===== src/rtl/add_scheduler.sv =====
// Round-robin scheduler sharing one external adder among NUM_REQ requesters.
// Optional grant counter enabled by defining ADD_SCHEDULER_STATS_EN.
module add_scheduler #(
    parameter int WIDTH   = 8,
    parameter int NUM_REQ = 4,
    localparam int IDW    = (NUM_REQ > 1) ? $clog2(NUM_REQ) : 1
) (
    input  logic                     clk,
    input  logic                     rst_n,
    input  logic [NUM_REQ-1:0]       req,
    input  logic [NUM_REQ*WIDTH-1:0] a_in,
    input  logic [NUM_REQ*WIDTH-1:0] b_in,
    output logic [NUM_REQ-1:0]       gnt,
    output logic                     rsp_valid,
    input  logic                     rsp_ready,
    output logic [IDW-1:0]           rsp_id,
    output logic [WIDTH-1:0]         rsp_sum,
    output logic                     rsp_carry,
    output logic [WIDTH-1:0]         add_a,
    output logic [WIDTH-1:0]         add_b,
    output logic                     add_on_off,
    input  logic [WIDTH-1:0]         add_c,
    input  logic                     add_carry_out,
    output logic [15:0]              grant_count
);

    typedef enum logic [1:0] {
        IDLE,
        EXEC,
        RESP
    } state_e;

    state_e               state_q;
    logic [IDW-1:0]       ptr_q;
    logic [IDW-1:0]       ptr_d;
    logic [IDW-1:0]       win_d;
    logic [NUM_REQ-1:0]   gnt_d;
    logic [NUM_REQ-1:0]   gnt_q;
    logic [WIDTH-1:0]     a_sel_d;
    logic [WIDTH-1:0]     b_sel_d;
    logic [WIDTH-1:0]     add_a_q;
    logic [WIDTH-1:0]     add_b_q;
    logic                 add_en_q;
    logic                 rsp_valid_q;
    logic [IDW-1:0]       rsp_id_q;
    logic [WIDTH-1:0]     rsp_sum_q;
    logic                 rsp_carry_q;

    // Round-robin pick: first requester at or after ptr, wrapping.
    always_comb begin
        logic found;
        found = 1'b0;
        win_d = '0;
        for (int k = 0; k < NUM_REQ; k++) begin
            int idx;
            idx = int'(ptr_q) + k;
            if (idx >= NUM_REQ) idx = idx - NUM_REQ;
            if (!found && req[idx]) begin
                found = 1'b1;
                win_d = IDW'(idx);
            end
        end
        ptr_d   = (win_d == IDW'(NUM_REQ - 1)) ? '0 : win_d + IDW'(1);
        gnt_d   = NUM_REQ'(1) << win_d;
        a_sel_d = a_in[int'(win_d)*WIDTH +: WIDTH];
        b_sel_d = b_in[int'(win_d)*WIDTH +: WIDTH];
    end

    // Transaction FSM; every visible output is a register.
    always_ff @(posedge clk or negedge rst_n) begin
        if (!rst_n) begin
            state_q     <= IDLE;
            ptr_q       <= '0;
            gnt_q       <= '0;
            add_a_q     <= '0;
            add_b_q     <= '0;
            add_en_q    <= 1'b0;
            rsp_valid_q <= 1'b0;
            rsp_id_q    <= '0;
            rsp_sum_q   <= '0;
            rsp_carry_q <= 1'b0;
        end else begin
            gnt_q <= '0;
            unique case (state_q)
                IDLE: begin
                    if (|req) begin
                        gnt_q    <= gnt_d;
                        ptr_q    <= ptr_d;
                        add_a_q  <= a_sel_d;
                        add_b_q  <= b_sel_d;
                        add_en_q <= 1'b1;
                        rsp_id_q <= win_d;
                        state_q  <= EXEC;
                    end
                end
                EXEC: begin
                    rsp_sum_q   <= add_c;
                    rsp_carry_q <= add_carry_out;
                    rsp_valid_q <= 1'b1;
                    add_en_q    <= 1'b0;
                    add_a_q     <= '0;
                    add_b_q     <= '0;
                    state_q     <= RESP;
                end
                RESP: begin
                    if (rsp_ready) begin
                        rsp_valid_q <= 1'b0;
                        state_q     <= IDLE;
                    end
                end
                default: state_q <= IDLE;
            endcase
        end
    end

`ifdef ADD_SCHEDULER_STATS_EN
    logic [15:0] cnt_q;

    // Count every grant issued; wraps naturally at 16 bits.
    always_ff @(posedge clk or negedge rst_n) begin
        if (!rst_n) cnt_q <= '0;
        else if (state_q == IDLE && |req) cnt_q <= cnt_q + 16'd1;
    end

    assign grant_count = cnt_q;
`else
    assign grant_count = '0;
`endif

    assign gnt        = gnt_q;
    assign add_a      = add_a_q;
    assign add_b      = add_b_q;
    assign add_on_off = add_en_q;
    assign rsp_valid  = rsp_valid_q;
    assign rsp_id     = rsp_id_q;
    assign rsp_sum    = rsp_sum_q;
    assign rsp_carry  = rsp_carry_q;

endmodule


===== config.mk =====
export PLATFORM = sky130hd
export DESIGN_NAME = add_scheduler
export DESIGN_NICKNAME = d
export VERILOG_FILES = /design/src/rtl/add_scheduler.sv
export SDC_FILE = /design/constraint.sdc
export NUM_CORES = 1
export LEC_CHECK = 0
export CORE_ASPECT_RATIO = 0.5
export CORE_MARGIN = 5
export CORE_UTILIZATION = 30
export CTS_CLUSTER_SIZE = 28
export DETAILED_ROUTE_END_ITERATION = 16
export PLACE_DENSITY = 0.67
export SLEW_MARGIN = 25
export SYNTH_ARGS = -nofsm -noshare
export SYNTH_HDL_FRONTEND = slang
export SYNTH_SLANG_ARGS = --single-unit

===== constraint.sdc =====
create_clock -name clk -period 4 [get_ports clk]
set_input_delay 0.8 -clock clk [delete_from_list [all_inputs] [get_ports clk]]
set_output_delay 0.8 -clock clk [all_outputs]
set_load 0.03 [all_outputs]

==> results of run 1 <==
-- flip-flops by register name, indices dropped and copies added (netlist names) --
signal      count
add_b           8
ptr_q           2
add_on_off      1
gnt             4
add_a           8
rsp_carry       1
rsp_id          2
state_q         2
rsp_sum         8
rsp_valid       1
-- power groups by stage --
| stage | combinational (mW) | clock (mW) | sequential, mW |
|---|---|---|---|
| finish | 1.34 | 0.436 | 0.658 |
| detailed placement | 1.35 | 0 | 0.663 |
| global placement | 1.32 | 0 | 0.649 |
| floorplan | 0.634 | 0 | 0.929 |
| CTS | 1.36 | 0.444 | 0.660 |
| global route | 1.43 | 0.458 | 0.682 |
-- final timing paths --
check / cells after the start / startpoint / endpoint / slack (ps)
setup / recovery: 6 / req[1] / add_a[6] / 1070
hold / removal: 2 / add_a[3] / add_a[3] / 490
setup reg to reg: 5 / ptr_q[1] / add_a[6] / 1600
hold reg to reg: 2 / add_a[3] / add_a[3] / 490
max in group asynchronous: 1 / rst_n / add_a[6] / 2830
min in group asynchronous: 1 / rst_n / add_b[6] / 630
-- per-stage QoR --
stage	setup slack (ps)	area, um^2	hold WS [ps]	utilization
6_report	1067	3368	488.6	0.4988
5_1_grt	960.1	3368	530.0	0.4988
4_1_cts	1049	3361	493.1	0.4977
3_5_place_dp	765.6	3201	480.6	0.4740
3_3_place_gp	891.7	3201	472.7	0.4740
2_1_floorplan	1749	2170	504.4	-
-- kinds of logic (layout without fill, tap and decap cells) --
logic type               count (synthesis)  after routing
flip-flops                              37             37
AO/OA/AOI/OAI                           31             31
AND/OR/NAND/NOR                         32             32
other                                    1             16
multiplexers                            43             43
buffers and inverters                   31            127
adder cells (fa/ha/maj)                  2              2
-- synthesized netlist by cell type (3+ instances only) --
library cell / n
sky130_fd_sc_hd__buf_4: 16
sky130_fd_sc_hd__dfrtp_1: 37
sky130_fd_sc_hd__o221ai_1: 4
sky130_fd_sc_hd__o21ai_1: 3
sky130_fd_sc_hd__o221ai_2: 10
sky130_fd_sc_hd__a2bb2oi_1: 3
sky130_fd_sc_hd__mux2_2: 10
sky130_fd_sc_hd__mux2i_1: 32
sky130_fd_sc_hd__nand2_1: 15
sky130_fd_sc_hd__o21ai_0: 3
sky130_fd_sc_hd__buf_6: 3
sky130_fd_sc_hd__inv_1: 7
sky130_fd_sc_hd__nor2_1: 9
-- area by class of cell --
cell class	instances	area, um^2	area share
Timing Repair Buffer	113	1124	0.3336
Multi-Input combinational cell	124	1017	0.3020
Clock buffer	5	125.1	0.03715
Sequential cell	37	925.9	0.2749
Tap cell	92	115.1	0.03418
Clock inverter	2	35.03	0.01040
Inverter	7	26.28	0.007801
-- per-layer routing --
metal,vias up,GRT usage,wire [um]
li1,831,-,-
met1,864,0.1552,2373
met2,42,0.2747,3732
met3,6,0.02154,215
met4,0,0.03958,63
met5,-,0,0
-- critical path: stages --
cell and delay [ps]:
sky130_fd_sc_hd__clkdlybuf4s50_1 480, sky130_fd_sc_hd__mux2_4 310, sky130_fd_sc_hd__o221ai_4 610, sky130_fd_sc_hd__buf_4 430
sky130_fd_sc_hd__mux2i_1 290, sky130_fd_sc_hd__o221ai_2 130
==> results.txt, run 1 <==
----------------------------------------------------
[Place]
  Final weighted congestion in routability-driven placement ... roughly 0.76
  Port bufs ... 112
  Detailed-placement wirelength estimate ... between 4000 and 5000 um
  Placed Cells ... ~370

[Die]
  Effective utilization at floorplan ... 0.3130
  # rows ... 21
  Height of the die ... 69.35 um
  Boundary Pins ... roughly 130
  Placeable Area ... approximately 6800 um^2
  Chip Width ... approximately 130 um
  Floorplan die area ... 8925 um^2

[Pwr]
  Sequential fraction of design power ... 0.270
  Combinational fraction of design power ... 0.551
  Proportion of power drawn by the clock network ... 0.179
  Cell leakage power ... around 1.5 nW
  Maximum VDD drop ... ~0.0003 V
  Switching share of power ... 0.4121
  Final total power ... about 2.4 mW
  Cell internal pwr ... roughly 1.4 mW
  Total power per unit cell area ... just over 700 nW/um^2
  Switch Pwr ... roughly 1.0 mW

[Clock tree]
  Number of buffers created by CTS ... 5
  Total setup buffers inserted after CTS ... 0
  Reg clk slew, reported paths ... around 60 ps
  CTS tree ... done
  H-tree level count ... 2
  Number of buffers on the longest clock path ... 2
  Later-pin clock latency in the skew report ... about 280 ps
  CTS Sinks ... 37
  Cts hold-fix bufs ... 0
  Clock root cell ... sky130_fd_sc_hd__clkbuf_16
  Number of instances resized during post-cts repair ... 0

[Yosys]
  Main combinational cell family by area after synthesis ... multiplexers
  Commonest register cell after synthesis ... sky130_fd_sc_hd__dfrtp_1
  Proportion of netlist area held by the largest area contributor ... 0.4381
  Multiplexer share of the synthesized area ... 0.2120
  Flop and latch count out of synthesis ... 37
  Simple logic cell fraction of the synthesized area ... 0.07578
  Share of synthesized registers carrying an async set or reset ... 1.000
  Number of different library cells in the post-synthesis netlist ... 32
  Post-Synthesis Cells ... around 180
  Cell taking the most area after synthesis ... sky130_fd_sc_hd__dfrtp_1
  Post-synth EDFFs ... 0
  Top post-synthesis cells by area ... sky130_fd_sc_hd__dfrtp_1 (44%), sky130_fd_sc_hd__mux2i_1 (15%), sky130_fd_sc_hd__o221ai_2 (7.1%)
  Number of synthesis warnings ... 0
  Average cell area after synthesis ... 11.94 um^2
  Post-synthesis cell area ... 2113 um^2
  Xor and xnor area share after synthesis ... 0
  Share of the synthesized area in compound gates (AO/OA/AOI/OAI) ... 0.1445
  Share of synthesized area occupied by flip-flops and latches ... 0.4381
  Area share of fa/ha/maj cells after synthesis ... 0.01184

[Setup path]
  Worst Path Class, Setup ... in2reg
  Startpoint type of the worst setup path ... input port
  Critical Path Fanout Max ... 18
  WP data required ... roughly 4100 ps
  CP endpoint kind ... flop
  Endpoint arrival time on the critical path ... roughly 3100 ps

[Routing]
  Routed len/inst ... 16.80 um
  First-iteration detailed-routing DRC count ... 50
  Wirelength, routed ... between 6000 and 7000 um
  DRC violations left ... 0
  Vias ... approximately 1700
  Post-route antenna net violation count ... 0
  First-pass DRT Iterations ... 4
  Via-to-Cell Ratio ... ~4.6

[Cells and area]
  Commonest non-fill, non-tap cells in the layout ... sky130_fd_sc_hd__clkdlybuf4s50_1 (111), sky130_fd_sc_hd__dfrtp_1 (37), sky130_fd_sc_hd__mux2i_1 (32)
  Leading cell type in the layout, fill and taps excluded ... sky130_fd_sc_hd__clkdlybuf4s50_1
  Count of fill cells added during filler insertion ... 616
  Antenna cells ... 0
  Post-route non-filler standard cell count ... 380
  Fraction of final layout cells with drive strength greater than 1 ... 0.1215
  Number of nets in the layout ... 370
  Layout overhead on the synthesized area ... 59.38%

[Timing]
  Unrepaired setup endpoints after global routing ... false
  Final Critical Period ... roughly 3000 ps
  Final worst-path cycle share ... 0.7331
  Final slew viol count ... 0
  Aggregate negative setup slack ... 0 ps
  Final-report hold violation count ... 0
  Pin slew with the least headroom to its limit ... 868.4 ps
  Setup clock skew after layout ... around 2.7 ps
  Slew headroom ... 0.4189
  Maximum clock frequency ... ~0.34 GHz
  Setup Viol. Count Final ... 0

[Global route]
  Number of global-route vias before repair ... 1940
  Total global routing overflow ... 0
  Number of antenna violations at the first check in global routing ... 0
  Largest net degree at the start of global routing ... 38
  Total global routing track utilization ... 0.1405
  First-pass GRT wire length ... slightly above 10000 um

[Flow run]
  Maxcap violations ... 0

[Run status]
  Result of the run ... finished clean

[Worst hold path]
  Worst min-delay path class ... reg2reg

----------------------------------------------------
(Power assumes the default switching activity.)
==> inputs of run 2 (changes only) <==
==> constraint.sdc (replaced) <==
create_clock -name clk -period 2.7 [get_ports clk]
set_input_delay 0.54 -clock clk [delete_from_list [all_inputs] [get_ports clk]]
set_output_delay 0.54 -clock clk [all_outputs]
set_load 0.03 [all_outputs]
==> run 2 against run 1 <==
Net effect: via count down 0.34%; count of clock-buffer cells in the layout up 1; critical endpoint is now add_a[4]; largest cell class unchanged; highest routed layer unchanged; routed wire length down 9.0%; critical path depth decreased by 1.
==> results.txt, run 2 (synthesis gave the netlist of run 1 again) <==
----------------------------------------------------
[Setup path]
  Kind of cell with the highest combined delay on the critical path ... compound AO/OA/AOI/OAI gates
  Sum of buffers and inverters on the critical path ... 1 (-1)
  Highest-delay cell along the critical path ... sky130_fd_sc_hd__o21ai_2
  Endpoint arrival time on the critical path ... 2400 ps (-670 ps)
  Startpoint type of the worst setup path ... input port
  CP endpoint kind ... flop
  WP data required ... 2800 ps (-1330 ps)
  Largest stage delay on the critical path ... 810 ps (+200 ps)
  Critical Path Fanout Max ... 17 (-1)
  Worst Path Class, Setup ... in2reg
  Crit-path cells ... clkdlybuf4s50_1 -> nor2b_1 -> a311oi_2 -> o21ai_2 -> o221ai_1

[Timing]
  Pin slew with the least headroom to its limit ... 994.9 ps (+126.5 ps)
  Aggregate negative setup slack ... 0 ps (unchanged)
  Final Critical Period ... 2292 ps
  Final worst-path cycle share ... 0.8491
  Min Hold Slack ... 358.6 ps (-130.0 ps)
  Final slew viol count ... 0 (unchanged)
  Final-report hold violation count ... 0 (unchanged)
  Maximum clock frequency ... ~0.44 GHz
  Setup Viol. Count Final ... 0 (unchanged)
  Slew headroom ... 0.3366 (-0.08229)
  Setup clock skew after layout ... 4.660 ps (+1.934 ps)
  Unrepaired setup endpoints after global routing ... false
  Final worst slack ... 407.5 ps (-660.0 ps)

[Clock tree]
  Number of buffers on the longest clock path ... 2 (unchanged)
  Cts hold-fix bufs ... 0 (unchanged)
  Later-pin clock latency in the skew report ... 270 ps (about the same)
  Total setup buffers inserted after CTS ... 0 (unchanged)
  Number of instances resized during post-cts repair ... 0 (unchanged)
  CTS Sinks ... 37 (unchanged)
  Reg clk slew, reported paths ... 50 ps (about the same)
  Number of buffers created by CTS ... 5 (unchanged)
  H-tree level count ... 2 (unchanged)
  Clock root cell ... sky130_fd_sc_hd__clkbuf_16
  CTS tree ... done

[Die]
  Height of the die ... 69.35 um (unchanged)
  # rows ... 21 (unchanged)
  Placeable Area ... 6753 um^2 (unchanged)
  Boundary Pins ... 129 (unchanged)
  Effective utilization at floorplan ... 0.3130 (unchanged)
  Floorplan die area ... 8925 um^2 (unchanged)
  Chip Width ... 128.7 um (unchanged)

[Pwr]
  Cell leakage power ... 1.478 nW (+1.3%)
  Maximum VDD drop ... 0.0004810 V (+56%)
  Total power per unit cell area ... 1048 nW/um^2 (+45%)

[Routing]
  First-iteration detailed-routing DRC count ... 82 (+64%)
  First-pass DRT Iterations ... 4 (unchanged)
  Post-route antenna net violation count ... 0 (unchanged)
  DRC violations left ... 0 (unchanged)
  Vias ... 1737 (-0.34%)
  Wirelength, routed ... 5811 um (-9.0%)
  Via-to-Cell Ratio ... 4.523 (-1.4%)
  Routed len/inst ... 15.13 um (-9.9%)

[Global route]
  First-pass GRT wire length ... 9535 um (-5.2%)
  Total global routing overflow ... 0 (unchanged)
  Largest net degree at the start of global routing ... 38 (unchanged)
  Total global routing track utilization ... 0.1310 (-0.009503)
  Number of global-route vias before repair ... 1963 (+1.2%)
  Number of antenna violations at the first check in global routing ... 0 (unchanged)

[Place]
  Detailed-placement wirelength estimate ... 4880 um (-2.3%)
  Placed Cells ... 377 (+1.1%)
  Pre-CTS worst setup slack ... 104.8 ps (-660.8 ps)
  Port bufs ... 112 (unchanged)
  Final weighted congestion in routability-driven placement ... 0.7876 (+4.2%)

[Cells and area]
  Final standard cell utilization of the core ... 0.5038 (+0.005002)
  Area of the multi-input gates ... 1010 um^2 (-0.74%)
  Commonest non-fill, non-tap cells in the layout ... sky130_fd_sc_hd__clkdlybuf4s50_1 (111), sky130_fd_sc_hd__dfrtp_1 (37), sky130_fd_sc_hd__mux2i_1 (32)
  Fraction of final layout cells with drive strength greater than 1 ... 0.1336 (+0.01203)
  Count of fill cells added during filler insertion ... 576 (-6.5%)
  Post-route non-filler standard cell count ... 384 (+1.1%)
  Reg area ... 925.9 um^2 (unchanged)
  Layout overhead on the synthesized area ... 60.98%
  Leading cell type in the layout, fill and taps excluded ... sky130_fd_sc_hd__clkdlybuf4s50_1
  Number of nets in the layout ... 374 (+1.1%)
  Antenna cells ... 0 (unchanged)

[Flow run]
  Maxcap violations ... 0 (unchanged)

[Run status]
  Result of the run ... finished clean

[Worst hold path]
  Worst min-delay path class ... in2async

----------------------------------------------------
[run 2: cell types whose count changed in the layout (fill, tap and decap cells not counted), sizes merged]
cell      delta
bufinv       -1
buf          +4
clkbuf       +1
clkinv       -1
clkinvlp     +1
[run 2: layer usage]
layer	GRT usage	vias to the layer above	wire, um	share of wire
met1	0.1468	851	2178	0.37
met4	0.04773	0	116	0.020
met2	0.2506	42	3328	0.57
li1	-	832	-	-
met5	0	-	0	0
met3	0.01692	12	188	0.032
[run 2: worst paths after layout]
path,slack [ps],from,to,cells after the start
min reg2reg,490,add_b[7],add_b[7],2
min,360,rst_n,rsp_sum[1],1
max reg2reg,770,ptr_q[1],add_b[4],5
max,410,req[2],add_a[4],5
min in group clk,490,add_b[7],add_b[7],2
max in group asynchronous,1820,rst_n,add_a[4],1
[run 2: metrics by stage]
step	total power, mW	area, um^2
after floorplan	2.315	2170
after global placement	2.981	3256
after detailed placement	3.045	3256
after CTS	3.619	3402
after global routing	3.785	3402
final	3.564	3402
[run 2: where the power goes]
group          total, mW  internal [mW]  switching [mW]
clock network      0.566          0.361           0.205
registers          0.965          0.806           0.159
logic               2.03          0.940            1.09
[run 2: area by class of cell]
class | count | share of cell area
Inverter | 7 | 0.007723
Clock buffer | 6 | 0.04082
Timing Repair Buffer | 117 | 0.3465
Clock inverter | 1 | 0.002207
Multi-Input combinational cell | 124 | 0.2968
Sequential cell | 37 | 0.2722
Tap cell | 92 | 0.03384
==> inputs of run 3 (changes only) <==
--- a/config.mk
+++ b/config.mk
@@ -10,7 +10,7 @@
 export CORE_UTILIZATION = 30
 export CTS_CLUSTER_SIZE = 28
 export DETAILED_ROUTE_END_ITERATION = 16
-export PLACE_DENSITY = 0.67
+export PLACE_DENSITY = 0.7
 export SLEW_MARGIN = 25
 export SYNTH_ARGS = -nofsm -noshare
 export SYNTH_HDL_FRONTEND = slang
==> constraint.sdc (replaced) <==
create_clock -name clk -period 1.9 [get_ports clk]
set_input_delay 0.38 -clock clk [delete_from_list [all_inputs] [get_ports clk]]
set_output_delay 0.38 -clock clk [all_outputs]
set_load 0.03 [all_outputs]
==> run 3 against run 2 <==
Net effect: clock skew rose by 0.52 ps; clock power is 93% higher; die area is the same; design area is 15% higher; critical path type is now reg2reg; largest cell class unchanged; highest routed layer unchanged.
==> results.txt, run 3 (synthesis gave the netlist of run 1 again) <==
----------------------------------------------------
[Run status]
  Result of the run ... finished clean

[Routing]
  Routed len/inst ... 16.37 um (+8.2%)
  DRC violations left ... 0 (unchanged)
  Vias ... 1883 (+8.4%)
  Via-to-Cell Ratio ... 4.570 (+1.0%)
  Wirelength, routed ... 6744 um (+16%)
  Post-route antenna net violation count ... 0 (unchanged)
  First-iteration detailed-routing DRC count ... 98 (+20%)
  First-pass DRT Iterations ... 4 (unchanged)

[Setup path]
  Crit-path cells ... mux2_4 -> o221ai_4 -> buf_6 -> inv_4 -> ha_1 -> mux2_4
  Endpoint arrival time on the critical path ... 2070 ps (-330 ps)
  Sum of buffers and inverters on the critical path ... 2 (+1)
  WP data required ... 2070 ps (-730 ps)
  Critical Path Fanout Max ... 5 (-12)
  Largest stage delay on the critical path ... 430 ps (-380 ps)
  Internal reg-to-reg setup slack ... 3 ps (-770 ps)
  Critical register-to-register path startpoint ... ptr_q[1]
  CP endpoint kind ... flop
  Highest-delay cell along the critical path ... sky130_fd_sc_hd__dfrtp_1
  Worst Path Class, Setup ... reg2reg
  Cell seen most often among critical-path stages ... sky130_fd_sc_hd__mux2_4
  Kind of cell with the highest combined delay on the critical path ... multiplexers
  Capture instance of the worst register-to-register path ... ptr_q[1]
  R2r worst-path depth ... 6 (+1)
  Startpoint type of the worst setup path ... flop

[Cells and area]
  Number of nets in the layout ... 401 (+7.2%)
  Fraction of final layout cells with drive strength greater than 1 ... 0.2625 (+0.1289)
  Leading cell type in the layout, fill and taps excluded ... sky130_fd_sc_hd__clkdlybuf4s50_1
  Post-route non-filler standard cell count ... 412 (+7.3%)
  Post-route cell area ... 3904 um^2 (+15%)
  Layout overhead on the synthesized area ... 84.72%
  Commonest non-fill, non-tap cells in the layout ... sky130_fd_sc_hd__clkdlybuf4s50_1 (109), sky130_fd_sc_hd__dfrtp_1 (37), sky130_fd_sc_hd__mux2i_1 (18), sky130_fd_sc_hd__buf_4 (18), sky130_fd_sc_hd__conb_1 (16)
  Antenna cells ... 0 (unchanged)

[Timing]
  Setup clock skew after layout ... 5.177 ps (+0.5172 ps)
  Setup Viol. Count Final ... 0 (unchanged)
  Final worst-path cycle share ... 0.9986
  Final-report hold violation count ... 0 (unchanged)
  Aggregate negative setup slack ... 0 ps (unchanged)
  Maximum clock frequency ... 0.5271 GHz
  Final slew viol count ... 0 (unchanged)
  Unrepaired setup endpoints after global routing ... true
  Min Hold Slack ... 42.30 ps (-316.3 ps)
  Final Critical Period ... approximately 1900 ps

[Clock tree]
  Cts hold-fix bufs ... 0 (unchanged)
  Number of buffers created by CTS ... 5 (unchanged)
  Later-pin clock latency in the skew report ... 280 ps (about the same)
  Clock root cell ... sky130_fd_sc_hd__clkbuf_16
  Reg clk slew, reported paths ... 60 ps (about the same)
  CTS tree ... done
  CTS Sinks ... 37 (unchanged)
  Number of buffers on the longest clock path ... 2 (unchanged)
  H-tree level count ... 2 (unchanged)

[Die]
  Boundary Pins ... 129 (unchanged)
  # rows ... 21 (unchanged)
  Height of the die ... 69.35 um (unchanged)
  Effective utilization at floorplan ... 0.3130 (unchanged)
  Floorplan die area ... 8925 um^2 (unchanged)
  Chip Width ... 128.7 um (unchanged)
  Placeable Area ... 6753 um^2 (unchanged)

[Pwr]
  Cell leakage power ... 1.682 nW (+14%)
  Maximum VDD drop ... 0.0006933 V (+44%)
  Final total power ... 6.115 mW (+72%)
  Total power per unit cell area ... 1567 nW/um^2 (+50%)

[Global route]
  Total global routing track utilization ... 0.1420 (+0.01100)
  Total global routing overflow ... 0 (unchanged)
  First-pass GRT wire length ... 10060 um (+5.5%)
  Number of global-route vias before repair ... 2023 (+3.1%)
  Largest net degree at the start of global routing ... 22 (-42%)
  Number of antenna violations at the first check in global routing ... 0 (unchanged)

[Flow run]
  Maxcap violations ... 0 (unchanged)

[Place]
  Final weighted congestion in routability-driven placement ... 0.8259 (+4.9%)
  Detailed-placement wirelength estimate ... 4993 um (+2.3%)
  Instance area after placement ... 3436 um^2 (+5.5%)
  Placed Cells ... 394 (+4.5%)
  Port bufs ... 112 (unchanged)

[Worst hold path]
  Worst min-delay path class ... in2async

----------------------------------------------------
run 3: changes by cell type in the layout (fill, tap and decap cells not counted), sizes merged:
| cell | delta |
|---|---|
| inv | +1 |
| clkdlybuf4s50 | -2 |
| dlygate4sd2 | +1 |
| buf | +25 |
| bufinv | +2 |
| dlymetal6s2s | +1 |
| clkbuf | +1 |
| clkinvlp | -1 |
run 3: power by group:
part | leakage, nW | total, mW | switching, mW | internal, mW
registers | 0.459 | 1.38 | 0.237 | 1.14
clock network | 0.0944 | 1.09 | 0.337 | 0.757
logic | 1.13 | 3.64 | 1.75 | 1.89
total | 1.68 | 6.12 | 2.32 | 3.79
run 3: how the worst max path moves through the flow:
stage | slack, ps | start | depth (start not counted) | to
2_1_floorplan | 2 | ptr_q[1] | 7 | ptr_q[1]
3_3_place_gp | -360 | req[1] | 7 | add_a[2]
4_1_cts | -10 | req[1] | 7 | add_a[1]
6_report | 3 | ptr_q[1] | 6 | ptr_q[1]
5_1_grt | -50 | ptr_q[1] | 6 | add_b[4]
3_5_place_dp | -420 | req[1] | 8 | add_a[0]
run 3: repair_timing:
action                                  in CTS  in global routing
setup buffers                                3                  4
gates cloned                                 1                  2
endpoints found under the setup margin      16                 18
pin swaps                                    0                 13
gates resized for setup                      8                 23
run 3: per-layer routing:
metal  wire, um  vias up  part of all wire  global-route usage
met1       2496      925              0.37              0.1558
met3        298       12             0.044             0.03154
met4        144        0             0.021             0.06054
met5          0        -                 0                   0
met2       3805       51              0.56              0.2615
li1           -      895                 -                   -
run 3: layout make-up:
type / count / area [um^2]
clock inverter: 3 / 68.82
fill: 511 / 2849
timing repair buffer: 144 / 1515
clock buffer: 5 / 125.1
inverter: 7 / 28.78
tap: 92 / 115.1
multi-input combinational: 124 / 1125
sequential: 37 / 925.9
run 3: per-stage QoR:
| stage | worst slack (ps) | utilization |
|---|---|---|
| after floorplan | 2.459 | - |
| after global placement | -358.2 | 0.5088 |
| after detailed placement | -415.9 | 0.5088 |
| after CTS | -11.71 | 0.5473 |
| after global routing | -47.31 | 0.5781 |
| final | 2.685 | 0.5781 |
run 3: worst register-to-register path: stages (launching register included):
cell	delay [ps]
sky130_fd_sc_hd__dfrtp_1	430
sky130_fd_sc_hd__mux2_4	330
sky130_fd_sc_hd__o221ai_4	300
sky130_fd_sc_hd__buf_6	160
sky130_fd_sc_hd__inv_4	30
sky130_fd_sc_hd__ha_1	270
sky130_fd_sc_hd__mux2_4	260
